<file path="config.mk">
export PLATFORM = sky130hd
export DESIGN_NAME = pong_serve_ctrl
export DESIGN_NICKNAME = d
export VERILOG_FILES = /design/src/rtl/pong_serve_ctrl.sv
export SDC_FILE = /design/constraint.sdc
export NUM_CORES = 1
export LEC_CHECK = 0
export ABC_AREA = 1
export CORE_MARGIN = 3
export CORE_UTILIZATION = 55
export DETAILED_ROUTE_END_ITERATION = 12
export DONT_BUFFER_PORTS = 1
export PLACE_DENSITY_LB_ADDON = 0.2
export REMOVE_ABC_BUFFERS = 1
export SETUP_SLACK_MARGIN = 0.02
export SLEW_MARGIN = 20
export SYNTH_ARGS = -nofsm -noshare
export SYNTH_HDL_FRONTEND = slang
export SYNTH_SLANG_ARGS = --single-unit
export TNS_END_PERCENT = 30
</file>
<file path="constraint.sdc">
create_clock -name CLK -period 1.45 [get_ports CLK]
set_input_delay 0.29 -clock CLK [delete_from_list [all_inputs] [get_ports CLK]]
set_output_delay 0.29 -clock CLK [all_outputs]
set_load 0.02 [all_outputs]
</file>
<file path="src/rtl/pong_serve_ctrl.sv">
// pong_serve_ctrl -- game-flow controller for the Pong core.
//
// Sequences attract mode, the pre-serve delay, live play and game over on a
// single system clock. Frame ticks pace the serve delay; ball-miss pulses
// award points and flip the serve direction toward the player who lost it.
//
// Ports:
//   CLK         system clock, all state updates on the rising edge
//   CLR_N       asynchronous active-low reset
//   FRAME_TICK  one-cycle pulse per video frame
//   COIN        start request (level or pulse), honoured only in attract mode
//   MISS_L      ball left the field on the left  (right player scores)
//   MISS_R      ball left the field on the right (left player scores)
//   SERVE       ball enabled, high only during live play
//   SERVE_SIDE  serve direction: 0 = toward left, 1 = toward right
//   ATTRACT     high while in attract mode
//   GAME_OVER   a player reached WIN_SCORE; cleared by the next COIN
//   SCORE_L     left player score
//   SCORE_R     right player score
module pong_serve_ctrl #(
  parameter int SERVE_DELAY_FRAMES = 64,
  parameter int WIN_SCORE          = 11,
  parameter int CNT_W              = 7
) (
  input  logic       CLK,
  input  logic       CLR_N,
  input  logic       FRAME_TICK,
  input  logic       COIN,
  input  logic       MISS_L,
  input  logic       MISS_R,
  output logic       SERVE,
  output logic       SERVE_SIDE,
  output logic       ATTRACT,
  output logic       GAME_OVER,
  output logic [3:0] SCORE_L,
  output logic [3:0] SCORE_R
);

  typedef enum logic [1:0] {
    ST_ATTRACT    = 2'd0,
    ST_SERVE_WAIT = 2'd1,
    ST_PLAY       = 2'd2
  } state_t;

  // Counter runs 0..SERVE_DELAY_FRAMES-1; the tick seen at the last value
  // releases the ball.
  localparam logic [CNT_W-1:0] CNT_LAST  = CNT_W'(SERVE_DELAY_FRAMES - 1);
  localparam logic [3:0]       WIN_VALUE = 4'(WIN_SCORE);

  generate
    if (SERVE_DELAY_FRAMES < 1 || SERVE_DELAY_FRAMES > (2 ** CNT_W)) begin : g_bad_delay
      $error("pong_serve_ctrl: SERVE_DELAY_FRAMES must be in 1..2**CNT_W");
    end
    if (WIN_SCORE < 1 || WIN_SCORE > 15) begin : g_bad_win
      $error("pong_serve_ctrl: WIN_SCORE must be in 1..15");
    end
  endgenerate

  state_t           state, state_n;
  logic [CNT_W-1:0] cnt, cnt_n;
  logic [3:0]       score_l, score_l_n;
  logic [3:0]       score_r, score_r_n;
  logic             serve_side, serve_side_n;
  logic             game_over, game_over_n;
  logic [3:0]       new_score;

  always_ff @(posedge CLK or negedge CLR_N) begin
    if (!CLR_N) begin
      state      <= ST_ATTRACT;
      cnt        <= '0;
      score_l    <= 4'd0;
      score_r    <= 4'd0;
      serve_side <= 1'b0;
      game_over  <= 1'b0;
    end else begin
      state      <= state_n;
      cnt        <= cnt_n;
      score_l    <= score_l_n;
      score_r    <= score_r_n;
      serve_side <= serve_side_n;
      game_over  <= game_over_n;
    end
  end

  always_comb begin
    state_n      = state;
    cnt_n        = cnt;
    score_l_n    = score_l;
    score_r_n    = score_r;
    serve_side_n = serve_side;
    game_over_n  = game_over;
    new_score    = 4'd0;

    case (state)
      ST_ATTRACT: begin
        // Scores stay visible after a game until a new one is started.
        if (COIN) begin
          state_n     = ST_SERVE_WAIT;
          cnt_n       = '0;
          score_l_n   = 4'd0;
          score_r_n   = 4'd0;
          game_over_n = 1'b0;
        end
      end

      ST_SERVE_WAIT: begin
        if (FRAME_TICK) begin
          if (cnt == CNT_LAST) begin
            state_n = ST_PLAY;
          end else begin
            cnt_n = cnt + 1'b1;
          end
        end
      end

      ST_PLAY: begin
        if (MISS_L || MISS_R) begin
          // A simultaneous miss is credited to the right player only.
          if (MISS_L) begin
            new_score    = score_r + 4'd1;
            score_r_n    = new_score;
            serve_side_n = 1'b0;
          end else begin
            new_score    = score_l + 4'd1;
            score_l_n    = new_score;
            serve_side_n = 1'b1;
          end

          if (new_score == WIN_VALUE) begin
            state_n     = ST_ATTRACT;
            game_over_n = 1'b1;
          end else begin
            state_n = ST_SERVE_WAIT;
            cnt_n   = '0;
          end
        end
      end

      default: begin
        state_n = ST_ATTRACT;
        cnt_n   = '0;
      end
    endcase
  end

  assign SERVE      = (state == ST_PLAY);
  assign ATTRACT    = (state == ST_ATTRACT);
  assign SERVE_SIDE = serve_side;
  assign GAME_OVER  = game_over;
  assign SCORE_L    = score_l;
  assign SCORE_R    = score_r;

endmodule
</file>
==> impl_results.html, run 1 <==
<table>
<tr><th>Metric</th><th>Value</th></tr>
<tr><th colspan="2">Outcome</th></tr>
<tr><td>Outcome</td><td>complete, but fails checks</td></tr>
<tr><td>Violations in the final reports</td><td>setup timing</td></tr>
<tr><th colspan="2">Timing</th></tr>
<tr><td>Final Setup Violations</td><td>9</td></tr>
<tr><td>Final max-slew violation count</td><td>0</td></tr>
<tr><td>Worst setup skew after layout</td><td>1.57 ps</td></tr>
<tr><td>Share of the cycle needed by the critical path after routing</td><td>106%</td></tr>
<tr><td>F_max</td><td>653 MHz</td></tr>
<tr><td>Worst Tran Pin Value</td><td>887 ps</td></tr>
<tr><td>Worst relative slew slack</td><td>about two fifths</td></tr>
<tr><td>Clock period minus worst slack</td><td>1530 ps</td></tr>
<tr><td>Final hold violation count</td><td>0</td></tr>
<tr><td>Setup repair after global routing missed its margin</td><td>true</td></tr>
<tr><td>PnR worst setup slack</td><td>-82.2 ps</td></tr>
<tr><th colspan="2">Critical path</th></tr>
<tr><td>Kind of capture point of the worst setup path</td><td>flop</td></tr>
<tr><td>Slowest stage delay, CP</td><td>~480 ps</td></tr>
<tr><td>Startpoint types</td><td>flop</td></tr>
<tr><td>Worst-path maximum fanout</td><td>6</td></tr>
<tr><td>Endpoint arrival time on the critical path</td><td>between 1500 and 2000 ps</td></tr>
<tr><td>Required time at the worst-slack endpoint</td><td>1650 ps</td></tr>
<tr><td>Cell occurring most often along the worst timing path</td><td>sky130_fd_sc_hd__nand2_1</td></tr>
<tr><td>Setup crit start</td><td>cnt[4]</td></tr>
<tr><td>List of cells traversed by the critical path</td><td>nand2_1 &gt; inv_1 &gt; nand2_1 &gt; nor3_4 &gt; nor2_4 &gt; buf_4 &gt; nand3_1 &gt; nand2_1</td></tr>
<tr><td>Kind of critical path</td><td>reg -&gt; reg</td></tr>
<tr><td>Beginning of the worst register-to-register path</td><td>cnt[4]</td></tr>
<tr><td>Worst Reg2Reg Path Length in Cells</td><td>8</td></tr>
<tr><td>Worst r2r dst</td><td>cnt[1]</td></tr>
<tr><td>Slowest stage cell, crit path</td><td>sky130_fd_sc_hd__dfrtp_1</td></tr>
<tr><td>Register-to-register setup slack</td><td>-80 ps</td></tr>
<tr><th colspan="2">Flow run</th></tr>
<tr><td>Number of violations of the max-capacitance limit</td><td>0</td></tr>
<tr><th colspan="2">Logic synthesis</th></tr>
<tr><td>Area of the mapped netlist</td><td>1170 um^2</td></tr>
<tr><td>Fraction of post-synthesis cell area in the top cell type by area</td><td>40.7%</td></tr>
<tr><td>Count of distinct cell types in the synthesized netlist</td><td>20</td></tr>
<tr><td>Sequential area share after synthesis</td><td>40.7%</td></tr>
<tr><td>Ys Warns</td><td>0</td></tr>
<tr><td>Synthesis-stage register bit count</td><td>19</td></tr>
<tr><td>Mean area per synthesized cell</td><td>6.87 um^2</td></tr>
<tr><td>Post-synthesis cell count</td><td>170</td></tr>
<tr><td>Cells taking the most area after synthesis</td><td>sky130_fd_sc_hd__dfrtp_1 (41%), sky130_fd_sc_hd__nand2_1 (22%), sky130_fd_sc_hd__inv_1 (7.1%), sky130_fd_sc_hd__nand3_1 (6.9%), sky130_fd_sc_hd__nor2_1 (5.5%)</td></tr>
<tr><td>Yosys top cell by area</td><td>sky130_fd_sc_hd__dfrtp_1</td></tr>
<tr><th colspan="2">Pwr</th></tr>
<tr><td>PwrDens</td><td>approximately 1500 nW/um^2</td></tr>
<tr><td>Lkg Pwr</td><td>approximately 0.86 nW</td></tr>
<tr><td>Max rail drop VDD</td><td>1.16 mV</td></tr>
<tr><td>Total Power</td><td>2.36 mW</td></tr>
<tr><th colspan="2">Floorplan</th></tr>
<tr><td>Row count</td><td>16</td></tr>
<tr><td>Die height</td><td>52.1 um</td></tr>
<tr><td>Floorplan die width</td><td>52.1 um</td></tr>
<tr><td>Effective utilization at floorplan</td><td>59.0%</td></tr>
<tr><td>Area of the die</td><td>2710 um^2</td></tr>
<tr><td>Total core area</td><td>1980 um^2</td></tr>
<tr><td>Io pins</td><td>18</td></tr>
<tr><th colspan="2">Clock tree</th></tr>
<tr><td>Cts bufs inserted</td><td>3</td></tr>
<tr><td>Clock insertion delay at the later pin of the skew report</td><td>around 290 ps</td></tr>
<tr><td>Clock Sink Count</td><td>19</td></tr>
<tr><td>Clk buf depth</td><td>2</td></tr>
<tr><td>Clock root buffer</td><td>sky130_fd_sc_hd__clkbuf_4</td></tr>
<tr><td>TritonCTS clock tree</td><td>done</td></tr>
<tr><td>Maximum level of the CTS H-tree</td><td>1</td></tr>
<tr><td>Clock-pin slew on the worst setup and hold paths</td><td>~120 ps</td></tr>
<tr><th colspan="2">Drt</th></tr>
<tr><td>Vias</td><td>approximately 1.3k</td></tr>
<tr><td>Remaining DRCs</td><td>0</td></tr>
<tr><td>Initial DRC Count</td><td>41</td></tr>
<tr><td>Vias per cell</td><td>5.52</td></tr>
<tr><td>Total wire length</td><td>approximately 3.3 mm</td></tr>
<tr><td>Routed Antenna Nets</td><td>0</td></tr>
<tr><td>Average wire per standard cell</td><td>14.6 um</td></tr>
<tr><td>Router iterations before antenna repair</td><td>4</td></tr>
<tr><th colspan="2">Final layout</th></tr>
<tr><td>Post-synthesis to final-layout area growth</td><td>35.0%</td></tr>
<tr><td>Number of nets in the finished design</td><td>211</td></tr>
<tr><td>Antenna diode count</td><td>0</td></tr>
<tr><td>Post-route design area</td><td>1580 um^2</td></tr>
<tr><td>Share of post-route cells with drive strength above 1</td><td>33.3%</td></tr>
<tr><th colspan="2">Hold path</th></tr>
<tr><td>Worst Hold Class</td><td>in -&gt; reg</td></tr>
<tr><td>Count of cells along the worst hold path</td><td>3</td></tr>
<tr><td>End point of the most critical hold path</td><td>SCORE_L[3]</td></tr>
<tr><td>Startpoint of the worst hold path</td><td>MISS_L</td></tr>
<tr><th colspan="2">Global route</th></tr>
<tr><td>Number of global-route vias before repair</td><td>1186</td></tr>
<tr><td>Largest net degree at the start of global routing</td><td>20</td></tr>
<tr><td>Total Routing Usage GR</td><td>25.7%</td></tr>
<tr><td>First-pass GRT wire length</td><td>5.12 mm</td></tr>
<tr><td>Antenna violations before repair</td><td>0</td></tr>
<tr><td>Total congestion overflow</td><td>0</td></tr>
<tr><th colspan="2">Place</th></tr>
<tr><td>Total half-perimeter wirelength after legalization and detailed placement</td><td>just under 2 mm</td></tr>
<tr><td>Routability cong.</td><td>0.840</td></tr>
<tr><td>Port buffer count</td><td>0</td></tr>
<tr><td>Total placed instance area</td><td>1320 um^2</td></tr>
</table>
==> how the worst max path moves through the flow <==
stage | end | slack [ps] | depth (start not counted)
after detailed placement | cnt[6] | -40 | 9
after CTS | ATTRACT | 20 | 3
final | cnt[1] | -80 | 8
after global routing | GAME_OVER | -170 | 10
after global placement | cnt[6] | 10 | 9
after floorplan | cnt[2] | -50 | 9
==> synth_stat cells <==
cell,instances
sky130_fd_sc_hd__nand4_1,3
sky130_fd_sc_hd__nor3_4,1
sky130_fd_sc_hd__nand2_4,1
sky130_fd_sc_hd__o21ai_0,3
sky130_fd_sc_hd__xor2_1,1
sky130_fd_sc_hd__nand2_1,67
sky130_fd_sc_hd__inv_1,22
sky130_fd_sc_hd__nor3b_1,1
sky130_fd_sc_hd__nor2_2,2
sky130_fd_sc_hd__nand2_2,3
sky130_fd_sc_hd__inv_2,3
sky130_fd_sc_hd__nor2_4,2
sky130_fd_sc_hd__nand3_2,1
sky130_fd_sc_hd__o21ai_1,1
sky130_fd_sc_hd__nor3_1,2
sky130_fd_sc_hd__nor2_1,17
sky130_fd_sc_hd__dfrtp_1,19
sky130_fd_sc_hd__nand3_1,16
sky130_fd_sc_hd__a21oi_1,2
sky130_fd_sc_hd__ha_1,3
==> cells in the final DEF (no fill, tap or decap), drive strengths merged <==
| cell type | n |
|---|---|
| nor2 | 21 |
| a21oi | 2 |
| buf | 26 |
| nand2 | 71 |
| ha | 3 |
| dlygate4sd3 | 1 |
| nand3 | 17 |
| clkinv | 1 |
| nand4 | 3 |
| nor3b | 1 |
| inv | 25 |
| clkbuf | 3 |
| o21ai | 4 |
| xor2 | 1 |
| dfrtp | 19 |
| nor3 | 3 |
==> power by group <==
group	total, mW	switching, mW	internal, mW
clock	0.278	0.175	0.103
sequential	0.755	0.123	0.632
combinational	1.32	0.779	0.545
total	2.36	1.08	1.28
==> per-stage QoR <==
| stage | utilization (%) | setup WS [ps] | setup TNS (ps) | hold slack [ps] | std cells |
|---|---|---|---|---|---|
| 6_report | 79.6 | -82.2 | -412 | 198 | 228 |
| 5_1_grt | 79.6 | -167 | -1460 | 207 | 228 |
| 4_1_cts | 73.0 | 15.7 | 0 | 184 | 224 |
| 3_5_place_dp | 66.4 | -38.8 | -229 | -4.97 | 212 |
| 3_3_place_gp | 66.4 | 10.2 | 0 | -5.15 | 212 |
| 2_1_floorplan | - | -48.9 | -331 | -5.59 | 170 |
==> state kept, by name, summed over array words and instances (netlist names) <==
register / cells
cnt: 7
state: 2
GAME_OVER: 1
SERVE_SIDE: 1
SCORE_R: 4
SCORE_L: 4
==> repair_timing <==
action                                  in CTS  in global routing
endpoints found under the setup margin       8                 19
hold endpoints to repair                    19                  0
pin swaps                                    9                 14
setup buffers                                7                  4
hold buffers                                 1                  0
resized for setup                           11                 27
gates cloned                                 0                  0
==> critical path, delay by kind of cell, from the launching register on <==
kind | cells | cell delay, ps
simple gates | 6 | 710
flops | 1 | 480
buf+inv | 2 | 250
==> kinds of logic (layout without fill, tap and decap cells) <==
| kind of cell | count (synthesis) | count (layout) | synth area share (%) |
|---|---|---|---|
| AOI/OAI and AO/OA | 6 | 6 | 2.57 |
| and+or+nand+nor | 116 | 116 | 44.8 |
| adders and majority gates | 3 | 3 | 3.21 |
| buffers and inverters | 25 | 56 | 8.03 |
| xor gates and xnor gates | 1 | 1 | 0.750 |
| DFF | 19 | 19 | 40.7 |
==> metal layers <==
metal / wire length [um] / up-vias / track usage, %
li1: - / 594 / -
met1: 1350 / 595 / 29.9
met2: 1660 / 54 / 44.6
met3: 209 / 15 / 4.30
met4: 123 / 0 / 14.0
met5: 0 / - / 0
==> area by class of cell <==
| cell class | count | area, um^2 |
|---|---|---|
| clock buffers | 3 | 22.5 |
| inverters | 25 | 93.8 |
| multi-input cells | 126 | 729 |
| flip-flops and latches | 19 | 477 |
| repair buffers | 27 | 216 |
| fillers | 124 | 404 |
| well taps | 27 | 33.8 |
| clock inverters | 1 | 5.00 |
Note: power is estimated with default switching activity, not from simulation.
==> inputs of run 2 (changes only) <==
==> constraint.sdc (replaced) <==
create_clock -name CLK -period 1.45 [get_ports CLK]
set_input_delay 0.29 -clock CLK [delete_from_list [all_inputs] [get_ports CLK]]
set_output_delay 0.29 -clock CLK [all_outputs]
set_load 0.05 [all_outputs]
==> impl_results.html, run 2 (same netlist as run 1, synthesis figures left out) <==
<table>
<tr><th>Metric</th><th>Value</th></tr>
<tr><th colspan="2">Outcome</th></tr>
<tr><td>Outcome</td><td>complete, but fails checks</td></tr>
<tr><td>Violations in the final reports</td><td>setup timing</td></tr>
<tr><th colspan="2">Timing</th></tr>
<tr><td>F_max</td><td>661 MHz</td></tr>
<tr><td>Final Setup Violations</td><td>9</td></tr>
<tr><td>Share of the cycle needed by the critical path after routing</td><td>104%</td></tr>
<tr><td>Worst Tran Pin Value</td><td>between 800 and 900 ps</td></tr>
<tr><td>Worst setup skew after layout</td><td>1.20 ps</td></tr>
<tr><td>Worst relative slew slack</td><td>about 40%</td></tr>
<tr><td>Setup repair after global routing missed its margin</td><td>true</td></tr>
<tr><td>PnR worst setup slack</td><td>-62.1 ps</td></tr>
<tr><td>Final max-slew violation count</td><td>0</td></tr>
<tr><td>Final hold violation count</td><td>0</td></tr>
<tr><td>Clock period minus worst slack</td><td>around 1500 ps</td></tr>
<tr><th colspan="2">Place</th></tr>
<tr><td>Number of placed instances, taps included</td><td>214</td></tr>
<tr><td>Total half-perimeter wirelength after legalization and detailed placement</td><td>approximately 1.9 mm</td></tr>
<tr><td>Routability cong.</td><td>0.817</td></tr>
<tr><td>Total placed instance area</td><td>about 1300 um^2</td></tr>
<tr><td>Port buffer count</td><td>0</td></tr>
<tr><th colspan="2">Final layout</th></tr>
<tr><td>Share of post-route cells with drive strength above 1</td><td>roughly a third</td></tr>
<tr><td>Area used by multi-input combinational logic</td><td>744 um^2</td></tr>
<tr><td>Most common library cell in the layout ignoring fill and taps</td><td>sky130_fd_sc_hd__nand2_1</td></tr>
<tr><td>Area used by sequential logic in the layout</td><td>477 um^2</td></tr>
<tr><td>Number of flip-flops under the largest register name</td><td>7</td></tr>
<tr><td>Final std cells w/o fill</td><td>228</td></tr>
<tr><td>Number of nets in the finished design</td><td>211</td></tr>
<tr><td>Fraction of the core area covered by cells at the end of the flow</td><td>approximately four fifths</td></tr>
<tr><td>Post-synthesis to final-layout area growth</td><td>37.9%</td></tr>
<tr><td>Post-route design area</td><td>1610 um^2</td></tr>
<tr><td>Most flop-heavy register</td><td>cnt</td></tr>
<tr><td>Antenna diode count</td><td>0</td></tr>
<tr><td>Most used cells in the layout excluding fill and tap cells</td><td>sky130_fd_sc_hd__nand2_1 (52), sky130_fd_sc_hd__inv_1 (19), sky130_fd_sc_hd__buf_4 (19)</td></tr>
<tr><td>Number of filler instances in the final layout</td><td>123</td></tr>
<tr><th colspan="2">Clock tree</th></tr>
<tr><td>Clock root buffer</td><td>sky130_fd_sc_hd__clkbuf_4</td></tr>
<tr><td>Clock Sink Count</td><td>19</td></tr>
<tr><td>TritonCTS clock tree</td><td>done</td></tr>
<tr><td>Clock-pin slew on the worst setup and hold paths</td><td>120 ps</td></tr>
<tr><td>Cts bufs inserted</td><td>3</td></tr>
<tr><td>Maximum level of the CTS H-tree</td><td>1</td></tr>
<tr><td>Clk buf depth</td><td>2</td></tr>
<tr><td>Clock insertion delay at the later pin of the skew report</td><td>310 ps</td></tr>
<tr><th colspan="2">Critical path</th></tr>
<tr><td>Worst-path maximum fanout</td><td>8</td></tr>
<tr><td>Required time at the worst-slack endpoint</td><td>roughly 1700 ps</td></tr>
<tr><td>Endpoint arrival time on the critical path</td><td>1770 ps</td></tr>
<tr><td>Kind of capture point of the worst setup path</td><td>flop</td></tr>
<tr><td>Startpoint types</td><td>flop</td></tr>
<tr><td>Kind of critical path</td><td>reg -&gt; reg</td></tr>
<tr><th colspan="2">Pwr</th></tr>
<tr><td>Max rail drop VDD</td><td>roughly 1.3 mV</td></tr>
<tr><td>PwrDens</td><td>1600 nW/um^2</td></tr>
<tr><td>Lkg Pwr</td><td>0.858 nW</td></tr>
<tr><td>Total Power</td><td>2.57 mW</td></tr>
<tr><th colspan="2">Floorplan</th></tr>
<tr><td>Io pins</td><td>18</td></tr>
<tr><td>Row count</td><td>16</td></tr>
<tr><td>Total core area</td><td>a little under 2000 um^2</td></tr>
<tr><td>Effective utilization at floorplan</td><td>59.0%</td></tr>
<tr><td>Floorplan die width</td><td>between 50 and 60 um</td></tr>
<tr><td>Area of the die</td><td>2710 um^2</td></tr>
<tr><td>Die height</td><td>52.1 um</td></tr>
<tr><th colspan="2">Drt</th></tr>
<tr><td>Router iterations before antenna repair</td><td>4</td></tr>
<tr><td>Vias</td><td>about 1.2k</td></tr>
<tr><td>Average wire per standard cell</td><td>14.3 um</td></tr>
<tr><td>Initial DRC Count</td><td>56</td></tr>
<tr><td>Routed Antenna Nets</td><td>0</td></tr>
<tr><td>Vias per cell</td><td>around 5.4</td></tr>
<tr><td>Remaining DRCs</td><td>0</td></tr>
<tr><td>Total wire length</td><td>3.27 mm</td></tr>
<tr><th colspan="2">Hold path</th></tr>
<tr><td>Worst Hold Class</td><td>in -&gt; reg</td></tr>
<tr><th colspan="2">Global route</th></tr>
<tr><td>Number of global-route vias before repair</td><td>1053</td></tr>
<tr><td>Total congestion overflow</td><td>0</td></tr>
<tr><td>First-pass GRT wire length</td><td>4.56 mm</td></tr>
<tr><td>Total Routing Usage GR</td><td>23.1%</td></tr>
<tr><td>Antenna violations before repair</td><td>0</td></tr>
<tr><td>Largest net degree at the start of global routing</td><td>20</td></tr>
<tr><th colspan="2">Flow run</th></tr>
<tr><td>Number of violations of the max-capacitance limit</td><td>0</td></tr>
</table>
==> run 2: cell types whose count changed in the layout (fill, tap and decap cells not counted) <==
cell	change
sky130_fd_sc_hd__buf_4	-4
sky130_fd_sc_hd__buf_6	+3
sky130_fd_sc_hd__buf_8	+1
sky130_fd_sc_hd__inv_1	-2
sky130_fd_sc_hd__inv_2	+2
sky130_fd_sc_hd__nand2_1	+1
sky130_fd_sc_hd__nand2_4	-1
sky130_fd_sc_hd__nand3_1	-3
sky130_fd_sc_hd__nand3_2	+2
sky130_fd_sc_hd__nand3_4	+1
==> run 2: area by class of cell <==
class                           instances  area share (%)
Clock inverter                          1           0.311
Clock buffer                            3            1.40
Multi-Input combinational cell        126            46.2
Inverter                               25            5.82
Sequential cell                        19            29.6
Timing Repair Buffer                   27            14.6
Tap cell                               27            2.10
==> run 2: stage by stage <==
step	worst slack [ps]	hold slack [ps]	TNS (ps)
final	-62.1	193	-329
after global routing	-128	201	-985
after CTS	-5.98	180	-10.9
after detailed placement	-55.5	-5.09	-293
after global placement	-20.4	-5.17	-56.9
after floorplan	-407	-5.59	-6620
==> run 2: where the power goes <==
part / internal (mW) / switching [mW] / total [mW] / leakage (nW)
sequential: 0.631 / 0.155 / 0.786 / 0.256
clock: 0.103 / 0.187 / 0.290 / 0.0177
combinational: 0.586 / 0.913 / 1.50 / 0.584
==> run 2: final timing paths <==
path                            depth (start not counted)  slack, ps    endpoint        from
worst max-delay path                                    9        -60      cnt[4]  SCORE_R[1]
worst min-delay path                                    3        190  SCORE_L[2]      MISS_L
worst max register to register                          9        -60      cnt[4]  SCORE_R[1]
worst min register to register                          2        570  SCORE_L[3]  SCORE_L[3]
max in group asynchronous                               1        330    state[1]       CLR_N
min in group asynchronous                               1        530  SCORE_L[0]       CLR_N
==> run 2: critical path: stages (launching register included) <==
cell	delay, ps
sky130_fd_sc_hd__dfrtp_1	450
sky130_fd_sc_hd__ha_4	310
sky130_fd_sc_hd__nand3_2	80
sky130_fd_sc_hd__nor2_2	120
sky130_fd_sc_hd__nand2_2	70
sky130_fd_sc_hd__nand2_4	100
sky130_fd_sc_hd__nand2_8	90
sky130_fd_sc_hd__nand2_8	110
sky130_fd_sc_hd__nand2_1	60
sky130_fd_sc_hd__nand2_1	60
==> run 2: routing by layer <==
| layer | share of wire, % | track usage [%] |
|---|---|---|
| met1 | 39 | 30.2 |
| met2 | 49 | 37.2 |
| met3 | 7.9 | 3.72 |
| met4 | 3.6 | 10.5 |
| met5 | 0 | 0 |
==> run 2: timing repair <==
action,in CTS,in global routing
endpoints found under the setup margin,9,22
hold buffers,1,0
gates resized for setup,18,30
endpoints found under the hold margin,19,0
pin swaps,9,17
setup buffers,8,1
==> inputs of run 3 (changes only) <==
Settings changed: CTS_BUF_LIST from default to sky130_fd_sc_hd__clkbuf_4.
==> results of run 3 <==
Final layout, timing and power as in run 2 (identical DEF).
